<file path="src/rtl/vga_timing_generator.sv">
// VGA raster timing: free-running h/v position counters advanced by a pixel tick,
// with sync and blanking flags delayed to line up with frame-buffer read latency.
module vga_timing_generator #(
  parameter int H_ACTIVE   = 640,
  parameter int H_FP       = 16,
  parameter int H_SYNC     = 96,
  parameter int H_BP       = 48,
  parameter int V_ACTIVE   = 480,
  parameter int V_FP       = 10,
  parameter int V_SYNC     = 2,
  parameter int V_BP       = 33,
  parameter int PIPE_DELAY = 2
) (
  input  logic       clock,
  input  logic       reset,
  input  logic       enable,
  output logic       pixel_req,
  output logic       frame_start,
  output logic [9:0] h_count,
  output logic [9:0] v_count,
  output logic       hsync_n,
  output logic       vsync_n,
  output logic       blank_n
);

  localparam int H_TOTAL = H_ACTIVE + H_FP + H_SYNC + H_BP;
  localparam int V_TOTAL = V_ACTIVE + V_FP + V_SYNC + V_BP;

  localparam logic [9:0] H_LAST   = 10'(H_TOTAL - 1);
  localparam logic [9:0] V_LAST   = 10'(V_TOTAL - 1);
  localparam logic [9:0] H_ACT    = 10'(H_ACTIVE);
  localparam logic [9:0] V_ACT    = 10'(V_ACTIVE);
  localparam logic [9:0] HS_START = 10'(H_ACTIVE + H_FP);
  localparam logic [9:0] HS_END   = 10'(H_ACTIVE + H_FP + H_SYNC);
  localparam logic [9:0] VS_START = 10'(V_ACTIVE + V_FP);
  localparam logic [9:0] VS_END   = 10'(V_ACTIVE + V_FP + V_SYNC);

  logic [9:0] h_q, h_d;
  logic [9:0] v_q, v_d;
  logic       active;
  logic       hs_raw;
  logic       vs_raw;

  logic [PIPE_DELAY-1:0] hs_pipe_q, hs_pipe_d;
  logic [PIPE_DELAY-1:0] vs_pipe_q, vs_pipe_d;
  logic [PIPE_DELAY-1:0] act_pipe_q, act_pipe_d;

  always_comb begin
    h_d = h_q;
    v_d = v_q;
    if (h_q == H_LAST) begin
      h_d = '0;
      v_d = (v_q == V_LAST) ? '0 : v_q + 10'd1;
    end else begin
      h_d = h_q + 10'd1;
    end
  end

  assign active = (h_q < H_ACT) && (v_q < V_ACT);
  assign hs_raw = !((h_q >= HS_START) && (h_q < HS_END));
  assign vs_raw = !((v_q >= VS_START) && (v_q < VS_END));

  always_comb begin
    hs_pipe_d     = hs_pipe_q;
    vs_pipe_d     = vs_pipe_q;
    act_pipe_d    = act_pipe_q;
    hs_pipe_d[0]  = hs_raw;
    vs_pipe_d[0]  = vs_raw;
    act_pipe_d[0] = active;
    for (int i = 1; i < PIPE_DELAY; i++) begin
      hs_pipe_d[i]  = hs_pipe_q[i-1];
      vs_pipe_d[i]  = vs_pipe_q[i-1];
      act_pipe_d[i] = act_pipe_q[i-1];
    end
  end

  always_ff @(posedge clock or negedge reset) begin
    if (!reset) begin
      h_q        <= '0;
      v_q        <= '0;
      hs_pipe_q  <= '1;
      vs_pipe_q  <= '1;
      act_pipe_q <= '0;
    end else if (enable) begin
      h_q        <= h_d;
      v_q        <= v_d;
      hs_pipe_q  <= hs_pipe_d;
      vs_pipe_q  <= vs_pipe_d;
      act_pipe_q <= act_pipe_d;
    end
  end

  // Counters sit at (0,0) during reset, so the strobes must be gated by reset explicitly.
  assign pixel_req   = reset & enable & active;
  assign frame_start = reset & enable & (h_q == 10'd0) & (v_q == 10'd0);

  assign h_count = h_q;
  assign v_count = v_q;
  assign hsync_n = hs_pipe_q[PIPE_DELAY-1];
  assign vsync_n = vs_pipe_q[PIPE_DELAY-1];
  assign blank_n = act_pipe_q[PIPE_DELAY-1];

endmodule

</file>
<file path="config.mk">
export PLATFORM = sky130hd
export DESIGN_NAME = vga_timing_generator
export DESIGN_NICKNAME = d
export VERILOG_FILES = /design/src/rtl/vga_timing_generator.sv
export SDC_FILE = /design/constraint.sdc
export NUM_CORES = 1
export LEC_CHECK = 0
export BUFFER_PORTS_ARGS = -buffer_cell sky130_fd_sc_hd__buf_2
export CORE_UTILIZATION = 37
export DETAILED_ROUTE_END_ITERATION = 8
export PLACE_DENSITY = 0.58
export SYNTH_ARGS = -nofsm -noshare
export SYNTH_HDL_FRONTEND = slang
export SYNTH_SLANG_ARGS = --single-unit
</file>
<file path="constraint.sdc">
create_clock -name clock -period 5.05 [get_ports clock]
set_clock_uncertainty 0.2 [all_clocks]
set_input_delay 0.2525 -clock clock [delete_from_list [all_inputs] [get_ports clock]]
set_output_delay 0.2525 -clock clock [all_outputs]
set_load 0.005 [all_outputs]
</file>
==> flow_metrics.env <==
export IMPL_die_h_um=63.24
export IMPL_drive_gt1_share_pct=28.57
export IMPL_synth_common_cells="22 x dfrtp_1, 14 x nor2_1, 8 x and3_1, 8 x nand2_1, 7 x mux2_2"
export IMPL_syn_nets=142
export IMPL_synth_area_mm2=0.001388
export IMPL_dieArea_mm2=0.003999
export IMPL_clock_latency_ns=0.27
export IMPL_cts_tree="done"
export IMPL_synth_compound_area_share_pct=9.378
export IMPL_finalCritPeriodShare_pct=49.63
export IMPL_tightest_slew_ns=0.5854
export IMPL_cellLeakagePower_nw=0.7950
export IMPL_seqPwrFrac_pct=54.2
export IMPL_cts_sinks=26
export IMPL_drt_first_pass_iters=4
export IMPL_finalHoldViolations=0
export IMPL_syn_inst=135
export IMPL_diodes=0
export IMPL_final_setup_tns_ns=0
export IMPL_grt_ovfl_total=0
export IMPL_netlist_area_leader_share_pct=39.68
export IMPL_path_class="primary input to output pin"
export IMPL_p_sw_uw=144.5
export IMPL_drt_wl_total_mm=2.880
export IMPL_synth_edf_count=0
export IMPL_relSlewSlack_pct=60.98
export IMPL_ys_top_cells_by_area="dfrtp_1 40%, dfstp_2 7.6%, mux2_2 5.7%"
export IMPL_setup_viol=0
export IMPL_place_inst=202
export IMPL_synthAdderAreaFrac_pct=3.607
export IMPL_p_per_area_mw_per_mm2=305.1
export IMPL_outcome="finished clean"
export IMPL_antenna_found_initial=0
export IMPL_cp_max_fo=27
export IMPL_crit_arrival_ns=2.05
export IMPL_synthMuxAreaShare_pct=6.763
export IMPL_core_mm2=0.003468
export IMPL_initial_utilization_pct=40.01
export IMPL_fmax_mhz=399.0
export IMPL_path_clk_slew_ns=0.08
export IMPL_yosysTopAreaCell="dfrtp_1"
export IMPL_finish_utilization_pct=46.32
export IMPL_portBuffers=27
export IMPL_swShare_pct=29.47
export IMPL_num_rows=21
export IMPL_hp_class="primary input to flip-flop"
export IMPL_area_growth_pct=15.78
export IMPL_cts_buffers=3
export IMPL_critPathLaunchType="primary input"
export IMPL_die_w_um=63.24
export IMPL_gp_congestion=0.7826
export IMPL_post_place_ws_ns=2.884
export IMPL_fin_ws_ns=2.544
export IMPL_remaining_drc_errors=0
export IMPL_final_nets=169
export IMPL_clockRootBuffer="clkbuf_8"
export IMPL_drv_cap=0
export IMPL_initialDrtViolationCount=19
export IMPL_wl_per_cell_um=13.91
export IMPL_combPwrFrac_pct=18.6
export IMPL_grt_pass1_vias=1041
export IMPL_ir_drop_uv=93.30
export IMPL_synthFlopType="dfrtp_1"
export IMPL_clockBufferDepth=2
export IMPL_synth_top_family_by_area="simple AND/OR/NAND/NOR gates"
export IMPL_p_int_uw=345.7
export IMPL_synth_most_common_cell="dfrtp_1"
export IMPL_postCtsSetupBuffers=0
export IMPL_ys_async_sr_fraction_pct=100.0
export IMPL_min_period_ns=2.506
export IMPL_stdcell_area_mm2=0.001607
export IMPL_cts_max_level=1
export IMPL_synth_seq_cells=26
export IMPL_rsz0062_at_grt="no"
export IMPL_finalNonFillerCells=207
export IMPL_grt_max_degree=28
export IMPL_syn_area_per_cell_um2=10.28
export IMPL_ios=28
export IMPL_crit_path_end_kind="output pin"
export IMPL_seq_area_frac_synth_pct=47.25
export IMPL_vias=1123
export IMPL_crit_required_ns=4.60
export IMPL_p_clk_share_pct=27.2
export IMPL_ys_warnings_count=0
export IMPL_hpwl_mm=2.132
export IMPL_detail_route_antenna_nets=0
export IMPL_grtUsageTotal_pct=15.63
export IMPL_ys_types=40
export IMPL_synth_xor_area_share_pct=5.050
export IMPL_finalMaxSlewViolations=0
export IMPL_synthSimpleGateAreaFrac_pct=23.81
export IMPL_vias_per_cell=5.425
export IMPL_grt_first_pass_wirelength_mm=4.892
export IMPL_post_dp_cell_area_mm2=0.001541
==> stage by stage <==
stage	power, mW	hold WS (ns)
2_1_floorplan	0.3243	-0.2431
3_3_place_gp	0.3571	0.09002
3_5_place_dp	0.3616	0.08754
4_1_cts	0.4947	0.1541
5_1_grt	0.5192	0.1911
6_report	0.4901	0.1552
==> power groups by stage <==
| stage | clock network [mW] | logic [mW] | registers [mW] |
|---|---|---|---|
| floorplan | 0 | 0.0604 | 0.264 |
| global placement | 0 | 0.0894 | 0.268 |
| detailed placement | 0 | 0.0919 | 0.270 |
| CTS | 0.136 | 0.0930 | 0.266 |
| global route | 0.145 | 0.103 | 0.271 |
| finish | 0.133 | 0.0912 | 0.266 |
==> worst paths after layout <==
check | endpoint | from | cells after the start | slack [ns]
max in group asynchronous | act_pipe_q[1] | reset | 2 | 3.95
min | hs_pipe_q[0] | enable | 2 | 0.16
min in group asynchronous | h_count[4] | reset | 2 | 0.31
max | frame_start | reset | 6 | 2.54
min reg2reg | hs_pipe_q[0] | hs_pipe_q[0] | 2 | 0.29
max reg2reg | v_count[8] | h_count[0] | 5 | 2.85
==> layout by cell type (no fill, tap or decap), drive strengths merged, types with 4 or more instances in the layout <==
cell type	Yosys	layout
mux2	8	8
a31oi	4	4
nand4	6	6
nand3	5	5
buf	4	27
xnor2	5	5
clkbuf	2	4
nand2	8	8
ha	4	4
inv	5	5
o21ai	4	4
dfstp	4	4
and3	8	8
dfrtp	22	22
nor2	14	14
==> final cells by class <==
cell class / instances / area [um^2]
inverter: 5 / 18.77
sequential: 26 / 655.6
tap: 46 / 57.56
timing repair buffer: 28 / 145.1
multi-input combinational: 98 / 674.4
clock buffer: 4 / 55.05
fill: 362 / 1862
==> state kept, by name (all words and copies together) (netlist names) <==
signal,flops
h_count,10
v_count,10
act_pipe_q,2
hs_pipe_q,2
vs_pipe_q,2
==> worst max-delay path, cell delays in order <==
cell and delay, ns:
dlygate4sd3_1 0.52, buf_2 0.48, nand3b_1 0.16, or4_1 0.41, nor2_1 0.10, buf_2 0.12
==> per-layer routing <==
metal / part of all wire [%] / vias to the layer above / global-route usage [%] / wire length (um)
met1: 45 / 559 / 19.40 / 1297
li1: - / 537 / - / -
met3: 3.5 / 4 / 2.717 / 102
met5: 0 / - / 0 / 0
met2: 51 / 23 / 28.09 / 1455
met4: 0.83 / 0 / 3.409 / 24
==> logic make-up (layout without fill, tap and decap cells) <==
kind of cell,count (synthesis),after routing
compound gates,19,19
xor+xnor,8,8
fa+ha+maj,4,4
buf+inv,11,37
flops,26,26
mux,8,8
simple gates,59,59
==> timing repair <==
| action | 4_1_cts | 5_1_grt |
|---|---|---|
| resized for setup | 0 | 0 |
| hold buffers | 1 | 0 |
| endpoints found under the hold margin | 22 | 0 |
No activity file was read; power rests on OpenSTA's default activity.
